`src/rtl/bus_watchdog.sv`:
```
// ---------------------------------------------------------------------------
// bus_watchdog
//
// 68000 bus-error watchdog. Every CPU bus cycle is timed from the point where
// the synchronised address strobe goes low. If no termination arrives in time,
// BERR is asserted and held until the CPU negates AS.
//   - DTACK-terminated cycles are timed in clk cycles (limit TIMEOUT).
//   - VPA (6800-style) cycles are timed in E-clock rising edges
//     (limit E_TIMEOUT).
//
// Optional feature macro: BERR_STATS_EN
//   When defined, adds a saturating fault counter, the time base of the last
//   fault, and a synchronous statistics clear.
//
// Parameters:
//   CNT_W     - width of the clk-cycle counter
//   TIMEOUT   - clk cycles allowed in a normal cycle (2 .. 2^CNT_W-1)
//   E_CNT_W   - width of the E-rise counter
//   E_TIMEOUT - E rises allowed in a VPA cycle (2 .. 2^E_CNT_W-1)
//
// Ports:
//   clk        in   system clock
//   rst_n      in   synchronous active-low reset
//   enable     in   watchdog enable; 0 stops timing (a pending fault completes)
//   as_n       in   CPU address strobe, asynchronous, active low
//   dtack_n    in   data transfer acknowledge, asynchronous, active low
//   vpa_n      in   valid peripheral address, asynchronous, active low
//   e          in   68000 E clock, asynchronous
//   stat_clr   in   (BERR_STATS_EN) clear fault statistics
//   fault_cnt  out  (BERR_STATS_EN) saturating fault count
//   fault_e    out  (BERR_STATS_EN) last fault happened while E-timing
//   berr_n     out  bus error to CPU, active low, registered
//   berr_pulse out  one-clk strobe on entering FAULT
// ---------------------------------------------------------------------------
module bus_watchdog #(
    parameter int CNT_W     = 16,
    parameter int TIMEOUT   = 1024,
    parameter int E_CNT_W   = 6,
    parameter int E_TIMEOUT = 32
) (
    input  logic       clk,
    input  logic       rst_n,
    input  logic       enable,
    input  logic       as_n,
    input  logic       dtack_n,
    input  logic       vpa_n,
    input  logic       e,
`ifdef BERR_STATS_EN
    input  logic       stat_clr,
    output logic [7:0] fault_cnt,
    output logic       fault_e,
`endif
    output logic       berr_n,
    output logic       berr_pulse
);

    typedef enum logic [2:0] {
        IDLE  = 3'd0,
        ARMED = 3'd1,
        EMODE = 3'd2,
        DONE  = 3'd3,
        FAULT = 3'd4
    } state_t;

    // Compare values are one below the limits: the FAULT decision is made on
    // the edge where the counter would otherwise reach the limit.
    localparam logic [CNT_W-1:0]   CNT_LAST  = CNT_W'(TIMEOUT - 1);
    localparam logic [E_CNT_W-1:0] ECNT_LAST = E_CNT_W'(E_TIMEOUT - 1);
    localparam logic [CNT_W-1:0]   CNT_ONE   = {{(CNT_W-1){1'b0}}, 1'b1};
    localparam logic [E_CNT_W-1:0] ECNT_ONE  = {{(E_CNT_W-1){1'b0}}, 1'b1};
    localparam logic [CNT_W-1:0]   CNT_ZERO  = {CNT_W{1'b0}};
    localparam logic [E_CNT_W-1:0] ECNT_ZERO = {E_CNT_W{1'b0}};

    logic               as_meta_r, dtack_meta_r, vpa_meta_r, e_meta_r;
    logic               as_s, dtack_s, vpa_s, e_s, e_prev;
    logic               e_rise_s;
    state_t             state_r, next_state_s;
    logic [CNT_W-1:0]   cnt_r, cnt_nxt_s;
    logic [E_CNT_W-1:0] ecnt_r, ecnt_nxt_s;
    logic               fault_entry_s;

    // Two-flop synchronisers for the asynchronous bus pins plus E edge history
    always_ff @(posedge clk) begin
        if (!rst_n) begin
            as_meta_r    <= 1'b1;
            as_s         <= 1'b1;
            dtack_meta_r <= 1'b1;
            dtack_s      <= 1'b1;
            vpa_meta_r   <= 1'b1;
            vpa_s        <= 1'b1;
            e_meta_r     <= 1'b0;
            e_s          <= 1'b0;
            e_prev       <= 1'b0;
        end else begin
            as_meta_r    <= as_n;
            as_s         <= as_meta_r;
            dtack_meta_r <= dtack_n;
            dtack_s      <= dtack_meta_r;
            vpa_meta_r   <= vpa_n;
            vpa_s        <= vpa_meta_r;
            e_meta_r     <= e;
            e_s          <= e_meta_r;
            e_prev       <= e_s;
        end
    end

    assign e_rise_s      = e_s & ~e_prev;
    assign fault_entry_s = (next_state_s == FAULT) && (state_r != FAULT);

    // Next-state and counter decode; AS negation always wins over timeouts
    always_comb begin
        next_state_s = state_r;
        cnt_nxt_s    = cnt_r;
        ecnt_nxt_s   = ecnt_r;
        case (state_r)
            IDLE: begin
                cnt_nxt_s  = CNT_ZERO;
                ecnt_nxt_s = ECNT_ZERO;
                if (!as_s && enable) begin
                    next_state_s = ARMED;
                end else begin
                    next_state_s = IDLE;
                end
            end
            ARMED: begin
                if (!enable || as_s) begin
                    next_state_s = IDLE;
                    cnt_nxt_s    = CNT_ZERO;
                    ecnt_nxt_s   = ECNT_ZERO;
                end else if (!dtack_s) begin
                    next_state_s = DONE;
                end else if (!vpa_s) begin
                    next_state_s = EMODE;
                    ecnt_nxt_s   = ECNT_ZERO;
                end else if (cnt_r == CNT_LAST) begin
                    next_state_s = FAULT;
                end else begin
                    cnt_nxt_s = cnt_r + CNT_ONE;
                end
            end
            EMODE: begin
                // clk counter frozen; DTACK is not a valid termination here
                if (!enable || as_s) begin
                    next_state_s = IDLE;
                    cnt_nxt_s    = CNT_ZERO;
                    ecnt_nxt_s   = ECNT_ZERO;
                end else if (e_rise_s) begin
                    if (ecnt_r == ECNT_LAST) begin
                        next_state_s = FAULT;
                    end else begin
                        ecnt_nxt_s = ecnt_r + ECNT_ONE;
                    end
                end else begin
                    next_state_s = EMODE;
                end
            end
            DONE: begin
                if (!enable || as_s) begin
                    next_state_s = IDLE;
                    cnt_nxt_s    = CNT_ZERO;
                    ecnt_nxt_s   = ECNT_ZERO;
                end else begin
                    next_state_s = DONE;
                end
            end
            FAULT: begin
                // enable is ignored: BERR must stay asserted until AS negates
                if (as_s) begin
                    next_state_s = IDLE;
                    cnt_nxt_s    = CNT_ZERO;
                    ecnt_nxt_s   = ECNT_ZERO;
                end else begin
                    next_state_s = FAULT;
                end
            end
            default: begin
                next_state_s = IDLE;
                cnt_nxt_s    = CNT_ZERO;
                ecnt_nxt_s   = ECNT_ZERO;
            end
        endcase
    end

    // State, counters and registered bus-error outputs
    always_ff @(posedge clk) begin
        if (!rst_n) begin
            state_r    <= IDLE;
            cnt_r      <= CNT_ZERO;
            ecnt_r     <= ECNT_ZERO;
            berr_n     <= 1'b1;
            berr_pulse <= 1'b0;
        end else begin
            state_r    <= next_state_s;
            cnt_r      <= cnt_nxt_s;
            ecnt_r     <= ecnt_nxt_s;
            berr_n     <= (next_state_s != FAULT);
            berr_pulse <= fault_entry_s;
        end
    end

`ifdef BERR_STATS_EN
    // Fault statistics: saturating count and time base of the latest fault
    always_ff @(posedge clk) begin
        if (!rst_n) begin
            fault_cnt <= 8'd0;
            fault_e   <= 1'b0;
        end else if (stat_clr) begin
            fault_cnt <= 8'd0;
            fault_e   <= 1'b0;
        end else if (fault_entry_s) begin
            fault_cnt <= (fault_cnt == 8'd255) ? 8'd255 : fault_cnt + 8'd1;
            fault_e   <= (state_r == EMODE);
        end else begin
            fault_cnt <= fault_cnt;
            fault_e   <= fault_e;
        end
    end
`endif

endmodule

```
`config.mk`:
```
export PLATFORM = sky130hd
export DESIGN_NAME = bus_watchdog
export DESIGN_NICKNAME = d
export VERILOG_FILES = /design/src/rtl/bus_watchdog.sv
export SDC_FILE = /design/constraint.sdc
export NUM_CORES = 1
export LEC_CHECK = 0
export ABC_AREA = 1
export CAP_MARGIN = 40
export CORE_MARGIN = 2
export CORE_UTILIZATION = 50
export DETAILED_ROUTE_END_ITERATION = 12
export DONT_BUFFER_PORTS = 1
export GPL_ROUTABILITY_DRIVEN = 0
export SYNTH_ARGS = -nofsm -noshare
export SYNTH_HDL_FRONTEND = slang
export SYNTH_SLANG_ARGS = --single-unit
```
`constraint.sdc`:
```
create_clock -name clk -period 2.3 [get_ports clk]
set_input_delay 0.23 -clock clk [delete_from_list [all_inputs] [get_ports clk]]
set_output_delay 0.23 -clock clk [all_outputs]
set_load 0.01 [all_outputs]
```
[Word-level counts from Yosys, hierarchy flattened]
Cells that the tools add are included.
Operators by class
  reductions and logical operators: 9
  multiplexer cells: 27
  $add $sub $neg: 2
  equal/unequal tests: 18
  bitwise gates (word level): 2
Operator list (count)
  $mux W16: 6
  $mux W6: 8
  $pmux W16 S3: 1
  $mux W3: 8
  $ne A3 B3 Y1 const B: 8
  $pmux W6 S4: 1
  $add A16 B1 Y16 const B: 1
  $eq A16 B10 Y1 const B: 1
  $pmux W3 S5: 1
  $add A6 B1 Y6 const B: 1
  $eq A3 B2 Y1 const B: 2
  $eq A3 B3 Y1 const B: 2
  $eq A6 B5 Y1 const B: 1
  $reduce_and A6 Y1: 1
  $reduce_and A5 Y1: 1
  $ne A2 B2 Y1 const B: 2
  $eq A3 B1 Y1 const B: 1
  $logic_not A3 Y1: 1
  $logic_and A1 B1 Y1: 2
  $logic_not A1 Y1: 2
  $mux W2: 1
  $ne A2 B1 Y1 const B: 1
  $reduce_or A2 Y1: 1
  $and A1 B1 Y1: 1
  other kinds (3): 3
Storage, ports and cells
  output and inout bits: 2
  register bits after elaboration: 36
  bits of input ports: 7
  logic and storage cells: 72

[Depth between registers and ports, before layout]
  depth after elaboration: 8
  depth in mapped cells: 12
  gate-level depth less buffers: 11

[Worst setup path after synthesis]
No wires, ideal clock.
  kind: register -> register
  start point: register cnt_r[0]
  end point: register cnt_r[7]
  cell stages (with the launch flop): 12
  period minus slack after synthesis: 1.611 ns
  setup time: 0.118 ns
  path buffers: 1
  required time: 2.182 ns
  path slack: 0.689 ns
  arrival: 1.493 ns
  cell sequence: dfxtp_1 -> ha_1 -> nand3_1 -> nor3_2 -> nand2_1 -> nand2_1 -> nand2_2 -> buf_2 -> nand3_1 -> nand2_1 -> nand2_1 -> nor2_1
Between the ends
  cells in the longest elaborated chain, start to end: 6
  elaborated cells on any way between the ends: 9
  those cells by class: add/sub: 1; eq/ne: 2; mux: 5; reduce/logical: 1
RTL lines
  start, declared: line 78  | logic [CNT_W-1:0] cnt_r, cnt_nxt_s;
  start signal, assigned: line 194  | cnt_r <= cnt_nxt_s;
  $add A16 B1 Y16: line 138  | cnt_nxt_s = cnt_r + CNT_ONE;
  $mux W16: line 135  | end else if (cnt_r == CNT_LAST) begin
  $mux W16: line 132  | end else if (!vpa_s) begin
  $mux W16: line 130  | end else if (!dtack_s) begin
  $mux W16: line 126  | if (!enable || as_s) begin
  $pmux W16 S3: line 115  | case (state_r)
Parallel ways exist; a longest one is shown, timed or not. The select of a mux whose other input is x is not followed.
A chain may end at the register's enable or synchronous reset.

[Worst setup path after layout]
  start point: register cnt_r[0]
  end point: register cnt_r[8]
The elaborated chain is that of the path after synthesis.

==> flow_metrics.py <==
metrics = {
    "drt": {
        "num_vias": 1763,
        "ant_nets": 0,
        "avgViaCountPerCell": 4.97,
        "drt_iter0_drc": 115,
        "drc": 0,
        "drt_first_pass_iters": 4,
        "avgRoutedWirePerCell_um": 11.5,
        "wirelength_um": 4100,
    },
    "global_route": {
        "antenna_found_initial": 0,
        "grt-ovfl-total": 0,
        "groute.usage.overall_pct": 21.3,
        "grt_pass1_wl_um": 7290,
        "grt_max_degree": 24,
        "first_global_vias": 1624,
    },
    "synthesis": {
        "synthAdderAreaFrac_pct": 1.26,
        "synth.avg_cell_area_um2": 6.54,
        "synthDistinctLibCells": 30,
        "synth_nets": 312,
        "muxShareOfSynthArea_pct": 0,
        "synth_top_family_by_area": "simple AND/OR/NAND/NOR gates",
        "ys_warn_count": 0,
        "synth-xor-area-share_pct": 0.442,
        "syn_inst": 303,
        "synth-simple-area-share_pct": 44.5,
        "ys_ff_latch": 36,
        "synth.cell_area_um2": 1980,
        "ys_seq_area_share_pct": 36.4,
        "synth_compound_area_share_pct": 7.89,
    },
    "clocking": {
        "clk_path_buf_depth": 2,
        "cts.htree.levels": 2,
        "numCtsBuffers": 5,
        "path_clk_slew_ns": 0.08,
        "ctsResizeCount": 0,
        "cts_tree": "built",
        "cts.sink_count": 36,
        "cts_root_buffer": "clkbuf_8",
        "post_cts_buffers": 0,
        "clock_latency_ns": 0.29,
        "cts_hold_buf": 0,
    },
    "place": {
        "io_buffers": 0,
        "dpl_worst_slack_ns": 0.337,
        "dp_hpwl_um": 3070,
    },
    "timing": {
        "clock_skew_ns": 0.00473,
        "setup-violations-final": 0,
        "tightest_slew_ns": 0.709,
        "fin_crit_sh_pct": 85.0,
        "post-route-min-period_ns": 1.95,
        "finalSetupTns_ns": 0,
        "finalHoldViolations": 0,
        "holdWs_ns": 0.0306,
        "fmax_ghz": 0.512,
        "slew_headroom_pct": 52.7,
        "rsz0062_at_grt": "false",
        "drv_slew": 0,
        "setup_ws_ns": 0.345,
    },
    "status": {
        "status": "finished, final reports clean",
    },
    "power_and_ir_drop": {
        "swShare_pct": 24.4,
        "power_mw": 1.13,
        "clockPowerShare_pct": 41.8,
        "pwr-share-comb_pct": 2.0,
        "ir_drop_v": 0.000402,
        "leakage_nw": 0.828,
        "p_seq_share_pct": 56.2,
        "cellPowerDensity_nw_per_um2": 534,
        "switchingPower_mw": 0.274,
        "intPower_mw": 0.851,
    },
    "critical_path": {
        "cp_common_cell": "nand2_1",
        "critPathSlowestCell": "dfxtp_1",
        "cp_top_family": "simple AND/OR/NAND/NOR gates",
        "timing.reg2reg.setup_slack_ns": 0.35,
        "crit_chain": "ha_1, nand3_1, nor3_2, nand2_1, nand2_1, nand2_2, nand2_4, inv_2, nand2_1, a21oi_1",
        "worst_ep_required_time_ns": 2.45,
        "critPathBufInv": 1,
        "arrival_ns": 2.11,
        "path_class": "reg2reg",
        "startpoint_type": "register",
        "slowest_delay_ns": 0.44,
        "crit_fanout": 13,
        "end_kind": "register",
    },
    "floorplanning": {
        "core-area_um2": 3740,
        "pin_count": 9,
        "num_rows": 22,
        "start_util_pct": 52.9,
        "die_width_um": 67.0,
        "fp.dieH_um": 67.0,
        "die-area_um2": 4480,
    },
    "worst_hold_path": {
        "holdCritPathClass": "in2reg",
    },
    "cells_and_area": {
        "largest_reg_flops": 16,
        "diodes": 0,
        "area_delta_synth_final_pct": 6.31,
        "biggestRegsByFlops": "cnt_r x16, ecnt_r x6, state_r x3",
        "drive_gt1_share_pct": 10.7,
        "finalNetCount": 315,
        "regMostFlops": "cnt_r",
        "final_core_util_pct": 56.3,
    },
    "run": {
        "maxCapViolations": 0,
    },
}
worst register-to-register path, stage by stage, from the launching register on:
cell	delay [ns]
dfxtp_1	0.44
ha_1	0.27
nand3_1	0.15
nor3_2	0.17
nand2_1	0.13
nand2_1	0.09
nand2_2	0.14
nand2_4	0.19
inv_2	0.11
nand2_1	0.08
a21oi_1	0.06
synth_stat cells:
library cell	instances	area (um^2)
nor2_4	1	11.3
inv_2	5	18.8
nand2_2	5	31.3
xor2_1	1	8.76
o211ai_1	1	7.51
nand3_4	1	17.5
nand3b_1	3	22.5
nand4_1	8	50.1
clkinv_1	1	3.75
buf_2	1	5.00
nand2_1	81	304
nor3_2	1	10.0
o21ai_0	7	35.0
nor4_1	2	12.5
nor2_2	1	6.26
nor2_1	44	165
ha_1	2	25.0
a21oi_1	18	90.1
or2_2	7	43.8
a41oi_1	1	8.76
nand2_4	1	11.3
nor3_4	1	16.3
inv_1	35	131
nor3_1	5	25.0
nor2_8	1	20.0
dfxtp_1	36	721
buf_6	2	22.5
o21bai_1	2	15.0
nand3_1	27	135
clkbuf_1	2	7.51
cells in the final DEF, fill, tap and decap left out, types with 2 or more instances in the layout:
cell        instances
nand2_2             5
nand2_1            81
nand3_1            27
inv_2               5
inv_1              35
dfxtp_1            36
a21oi_1            18
ha_1                2
or2_2               7
o21bai_1            2
clkinvlp_4          2
o21ai_0             7
nand4_1             8
nand3b_1            3
clkbuf_8            5
nor2_1             44
nor3_1              5
nor4_1              2
worst paths after layout:
path | startpoint | to | cells past startpoint
max | cnt_r[0]$_SDFFE_PN0P_ | cnt_r[8]$_SDFFE_PN0P_ | 10
min | rst_n | e_prev$_SDFF_PN0_ | 2
max reg2reg | cnt_r[0]$_SDFFE_PN0P_ | cnt_r[8]$_SDFFE_PN0P_ | 10
min reg2reg | vpa_meta_r$_SDFF_PN1_ | vpa_s$_SDFF_PN1_ | 1
routing by layer:
layer  global-route usage, %  wire (um)  up-vias
li1                        -          -      968
met2                    34.4       1770       22
met5                       0          0        -
met1                    29.0       2170      768
met4                    4.59         43        0
met3                    4.73        107        5
stage by stage:
| stage | area (um^2) | instances |
|---|---|---|
| finish | 2110 | 355 |
| global route | 2110 | 355 |
| CTS | 2110 | 355 |
| detailed placement | 2010 | 347 |
| global placement | 2010 | 347 |
| floorplan | 1980 | 303 |
area by class of cell:
class                      count  area, um^2
inverter                      41         154
clock inverter                 3        23.8
clock buffer                   5        68.8
multi-input combinational    221        1070
timing repair buffer           1        7.51
tap                           48        60.1
sequential                    36         721
fill                         387        1640
power groups by stage:
stage          Sequential [mW]  Clock (mW)  Combinational (mW)
2_1_floorplan            0.647           0              0.0183
3_3_place_gp             0.648           0              0.0227
3_5_place_dp             0.648           0              0.0230
4_1_cts                  0.633       0.478              0.0231
5_1_grt                  0.634       0.499              0.0256
6_report                 0.633       0.470              0.0224
logic make-up (layout without fill, tap and decap cells):
| family | Yosys count | count (layout) |
|---|---|---|
| buffers and inverters | 46 | 50 |
| AO/OA/AOI/OAI | 29 | 29 |
| flip-flops | 36 | 36 |
| AND/OR/NAND/NOR | 189 | 189 |
| adder cells (fa/ha/maj) | 2 | 2 |
| XOR/XNOR | 1 | 1 |
No activity file was read; power rests on OpenSTA's default activity.
